--- src/rtl/hilo_unit.sv ---
// hilo_unit: owns the architectural HI/LO register pair.
// It carries EX-stage HI/LO writes (MULT, MULTU, MTHI, MTLO) through the MEM
// and WB slots. Each write commits at WB. The unit forwards the youngest pending
// value back to the ALU for MFHI/MFLO.
//
// Ports:
//   clk, rst           rising-edge clock, synchronous active-high reset
//   ex_hi, ex_lo       HI/LO values from the ALU (EX stage)
//   ex_we_hi, ex_we_lo EX instruction writes HI / LO
//   stall_m, stall_w   hold the MEM / WB slot
//   flush_m, flush_w   kill the MEM / WB slot
//   hi_rd, lo_rd       forwarded HI/LO to the ALU
//   hi_arch, lo_arch   architectural HI/LO
//   pending            any valid write in the MEM or WB slot
module hilo_unit #(
  parameter int WIDTH  = 32,
  parameter bit FWD_EN = 1'b1
) (
  input  logic             clk,
  input  logic             rst,
  input  logic [WIDTH-1:0] ex_hi,
  input  logic [WIDTH-1:0] ex_lo,
  input  logic             ex_we_hi,
  input  logic             ex_we_lo,
  input  logic             stall_m,
  input  logic             stall_w,
  input  logic             flush_m,
  input  logic             flush_w,
  output logic [WIDTH-1:0] hi_rd,
  output logic [WIDTH-1:0] lo_rd,
  output logic [WIDTH-1:0] hi_arch,
  output logic [WIDTH-1:0] lo_arch,
  output logic             pending
);

  logic             m_we_hi, m_we_lo;
  logic [WIDTH-1:0] m_hi, m_lo;
  logic             w_we_hi, w_we_lo;
  logic [WIDTH-1:0] w_hi, w_lo;
  logic [WIDTH-1:0] hi_q, lo_q;

  // A MEM entry that is stalled stays in MEM.
  // A MEM entry that is killed is discarded.
  // In both cases the WB slot must not receive a copy of that entry.
  logic m_blocked;
  assign m_blocked = stall_m | flush_m;

  always_ff @(posedge clk) begin
    if (rst) begin
      m_we_hi <= 1'b0;
      m_we_lo <= 1'b0;
      m_hi    <= '0;
      m_lo    <= '0;
      w_we_hi <= 1'b0;
      w_we_lo <= 1'b0;
      w_hi    <= '0;
      w_lo    <= '0;
      hi_q    <= '0;
      lo_q    <= '0;
    end else begin
      // MEM slot
      if (flush_m) begin
        m_we_hi <= 1'b0;
        m_we_lo <= 1'b0;
        m_hi    <= '0;
        m_lo    <= '0;
      end else if (!stall_m) begin
        m_we_hi <= ex_we_hi;
        m_we_lo <= ex_we_lo;
        m_hi    <= ex_hi;
        m_lo    <= ex_lo;
      end

      // WB slot
      if (flush_w) begin
        w_we_hi <= 1'b0;
        w_we_lo <= 1'b0;
        w_hi    <= '0;
        w_lo    <= '0;
      end else if (!stall_w) begin
        if (m_blocked) begin
          w_we_hi <= 1'b0;
          w_we_lo <= 1'b0;
          w_hi    <= '0;
          w_lo    <= '0;
        end else begin
          w_we_hi <= m_we_hi;
          w_we_lo <= m_we_lo;
          w_hi    <= m_hi;
          w_lo    <= m_lo;
        end
      end

      // Commit; HI and LO are independent
      if (!stall_w && !flush_w) begin
        if (w_we_hi) hi_q <= w_hi;
        if (w_we_lo) lo_q <= w_lo;
      end
    end
  end

  // The forwarding path uses registered slot state only.
  // This keeps the ex_* to hi_rd/lo_rd path free of combinational logic.
  always_comb begin
    hi_rd = hi_q;
    lo_rd = lo_q;
    if (FWD_EN) begin
      if (m_we_hi)      hi_rd = m_hi;
      else if (w_we_hi) hi_rd = w_hi;
      if (m_we_lo)      lo_rd = m_lo;
      else if (w_we_lo) lo_rd = w_lo;
    end
  end

  assign hi_arch = hi_q;
  assign lo_arch = lo_q;
  assign pending = m_we_hi | m_we_lo | w_we_hi | w_we_lo;

endmodule

--- config.mk ---
export PLATFORM = sky130hd
export DESIGN_NAME = hilo_unit
export DESIGN_NICKNAME = d
export VERILOG_FILES = /design/src/rtl/hilo_unit.sv
export SDC_FILE = /design/constraint.sdc
export NUM_CORES = 1
export LEC_CHECK = 0
export CAP_MARGIN = 5
export CORE_UTILIZATION = 50
export DETAILED_ROUTE_END_ITERATION = 6
export PLACE_DENSITY_LB_ADDON = 0.1
export SLEW_MARGIN = 15
export SYNTH_ARGS = -nofsm -noshare
export SYNTH_HDL_FRONTEND = slang
export SYNTH_SLANG_ARGS = --single-unit
--- constraint.sdc ---
create_clock -name clk -period 1.8 [get_ports clk]
set_input_delay 0.54 -clock clk [delete_from_list [all_inputs] [get_ports clk]]
set_output_delay 0.54 -clock clk [all_outputs]
set_load 0.005 [all_outputs]
==> metrics list <==
* Maximum fanout count along the critical path: 7
* Syn_area_per_cell: 9.83 um^2
* Top-level port count: 201
- The cell that appears most often on the critical path is sky130_fd_sc_hd__buf_6.
- For this run, the detailed router's first-pass iteration total came to 7.
- The number of global-route vias before repair was 7987.
- Outcome: complete, but fails checks
- In this run the power density over the cells is 724 nW/um^2.
* Wire length of the first global-routing pass: 41.6 mm
* Overall die area: 19100 um^2
- Synth top cells by count: sky130_fd_sc_hd__dfxtp_1, sky130_fd_sc_hd__mux2i_1, sky130_fd_sc_hd__nand2b_1, sky130_fd_sc_hd__nor2_1, sky130_fd_sc_hd__a22o_1
* Basic-gate share of the synthesized area counting and, or, nand and nor cells: 21.5%
- Average vias per placed instance: 5.44
- Worst path arrival time: between 1.5 and 2 ns
- The worst setup path is captured at an output pin.
* Standard-cell rows: 49
* Synth async-reset ratio: 0%
- CP max-delay cell: sky130_fd_sc_hd__or4_4
* CTS tree: done
- From left edge to right edge, the die measures 138 um.
- The clock passes through at most 2 buffers.
* # setup viols final: 65
- The H-tree generated during clock tree synthesis spans 4 levels.
- In the finished design, the share of the clock period the worst path needs comes to 121%.
- Post-synth top area share: 42.2%
- Main synth FF type: sky130_fd_sc_hd__dfxtp_1
- Worst setup slack after layout: -0.381 ns
* Failing checks: DRC, setup timing
- Synth Area in Compound Gates: approximately 9.7%
- Count of maximum capacitance violations: 0
- Multiplexer share of the synthesized area: 20.9%
* Die H: 138 um
- Number of filler instances in the final layout: 1402
- Initial standard-cell utilization of the core: between 50% and 60%
- In the synthesized netlist, the number of instances is 945.
- Post-Synthesis Net Count: 1017
* Cell Chain, Critical Path: buf_6 -> or4_4 -> buf_6
- The final layout contains routed wiring with a total length of 25.3 mm.
* Most area-hungry cell type in the Yosys netlist: sky130_fd_sc_hd__dfxtp_1
* Most frequent cell after synthesis: sky130_fd_sc_hd__dfxtp_1
* Critical Setup Path Class: flip-flop to output pin
- The worst setup path is launched from a flip-flop.
- Proportion of layout cells with a drive suffix above 1: 26.8%
* Max incr delay on CP: 0.53 ns
* Largest cells by area after synthesis: sky130_fd_sc_hd__dfxtp_1, sky130_fd_sc_hd__mux2i_1, sky130_fd_sc_hd__nand2b_1
* Post-DP HPWL: 16.3 mm
- Synth Register Bits: just under 200
- For the final database, setup skew stands at 0.00720 ns.
* Placement Setup Slack: -0.349 ns
- Remaining routing DRC violations: 32
- Yosys mapped a number of flops with a built-in enable equal to 0.
* Worst vdd ir: 0.697 mV
* Total power consumption of the routed design: 9470 uW
- Average wire per cell in the routed design: 17.4 um
* Total number of vias: 7912
* Worst skew pair latency: 0.43 ns
- For this run, the post-layout net count is 1285.
* Transition at the pin with the smallest max-transition slack: 0.416 ns
- Final Wtd Congestion: 0.800
* Initial DRC Count: 480
* Normalized max-slew margin: between 70% and 80%
- For this run, the share of the core covered by cells in the final layout is 72.3%.
* Leakage power: 0.00532 uW
- Antenna violations before repair: 0
* Worst Hold Class: flip-flop to flip-flop
- Number of buffers inserted during clock tree synthesis: 17
- The tree built by TritonCTS fans out to 196 sinks.
* Number of port buffers: 200
- Setup repair after global routing missed its margin: yes
- Layout overhead on the synthesized area: 40.7%
- The detail route stage leaves a number of antenna-violating nets equal to 0.
- Adder and majority gate portion of the synthesized area: 0%
- STA puts the critical path data required time at 1.26 ns.
- Static timing analysis puts the maximum clock frequency at 459 MHz.
- The max-slew violation count is 0.
- The mapped netlist covers roughly 9300 um^2.
- In this run the standard cell core region covers ~18000 um^2.
* Antenna fix cells: 0
* Number of library cell types mapped by synthesis: 17
- Time the worst path needs with I/O delays and setup: roughly 2.2 ns
* Worst hold slack across all endpoints: between 0.4 and 0.5 ns
- Register clock-pin slew on the reported worst setup and hold paths: 0.07 ns
* Clock tree root driver cell: sky130_fd_sc_hd__clkbuf_16
- Largest family of logic cells by synthesized area: simple AND/OR/NAND/NOR gates
- Post-Synth XOR/XNOR Area: 0%
* Global router's overall resource usage: 26.8%
- Yosys Warn Count: 0
- Largest net degree at the start of global routing: 57
* Congestion Overflow GR: 0
- Setup TNS: -14.20 ns
- Sequential share of the synthesized area: between 40% and 50%
- Final Hold Fails: 0
power breakdown:
group / internal (uW) / switching, uW / total, uW
clock: 2610 / 1680 / 4290
sequential: 4380 / 42.6 / 4420
combinational: 390 / 364 / 754
total: 7380 / 2090 / 9470
per-stage QoR:
stage / instances / cell area, um^2
2_1_floorplan: 945 / 9290
3_3_place_gp: 1368 / 12100
3_5_place_dp: 1368 / 12100
4_1_cts: 1456 / 13000
5_1_grt: 1454 / 13100
6_report: 1454 / 13100
worst paths after layout:
check	slack, ns	startpoint	end	depth (start not counted)
max	-0.38	w_we_hi	pending	3
min	0.48	hi_arch[6]	hi_arch[6]	2
max reg2reg	0.25	w_we_lo	lo_arch[26]	6
min reg2reg	0.48	hi_arch[6]	hi_arch[6]	2
timing repair:
item	in CTS	in global routing
cloned	3	0
gates resized for setup	481	28
hold endpoints to repair	0	0
endpoints found under the setup margin	129	73
hold buffers	0	0
pin swaps	45	50
setup buffers	56	2
kinds of logic after synthesis:
family          count (synthesis)
compound gates                130
buf+inv                        95
simple gates                  330
mux                           194
flops                         196
critical path: cells and delay by family (launching register included):
kind / cells / cell delay, ns
DFF: 1 / 0.41
buffers and inverters: 2 / 0.28
and+or+nand+nor: 1 / 0.53
layout by cell type (no fill, tap or decap), types with 52 or more instances in the layout:
cell	n
sky130_fd_sc_hd__nor2_1	66
sky130_fd_sc_hd__nor4b_1	52
sky130_fd_sc_hd__mux2i_1	189
sky130_fd_sc_hd__buf_4	80
sky130_fd_sc_hd__clkdlybuf4s50_1	68
sky130_fd_sc_hd__dfxtp_2	57
sky130_fd_sc_hd__o21ai_1	63
sky130_fd_sc_hd__buf_2	64
sky130_fd_sc_hd__nand2_1	64
sky130_fd_sc_hd__nand2b_1	128
sky130_fd_sc_hd__a22o_1	66
sky130_fd_sc_hd__dfxtp_1	135
sky130_fd_sc_hd__dlygate4sd2_1	56
flip-flops by register name, summed over array words and instances (netlist names):
signal / flops
hi_arch: 32
lo_arch: 32
m_hi: 32
m_lo: 32
w_hi: 32
w_lo: 32
m_we_hi: 1
m_we_lo: 1
w_we_hi: 1
w_we_lo: 1
area by class of cell:
type	count	area, um^2	share of cell area (%)
Clock inverter	12	228	1.74
Timing Repair Buffer	344	3220	24.6
Tap cell	229	287	2.19
Clock buffer	19	433	3.31
Multi-Input combinational cell	654	4900	37.5
Sequential cell	196	4010	30.7
per-layer routing:
metal | track usage, % | routed length [um]
met1 | 34.1 | 11500
met2 | 45.9 | 12100
met3 | 5.26 | 1370
met4 | 7.75 | 341
met5 | 0 | 0
Note: power is estimated with default switching activity, not from simulation.
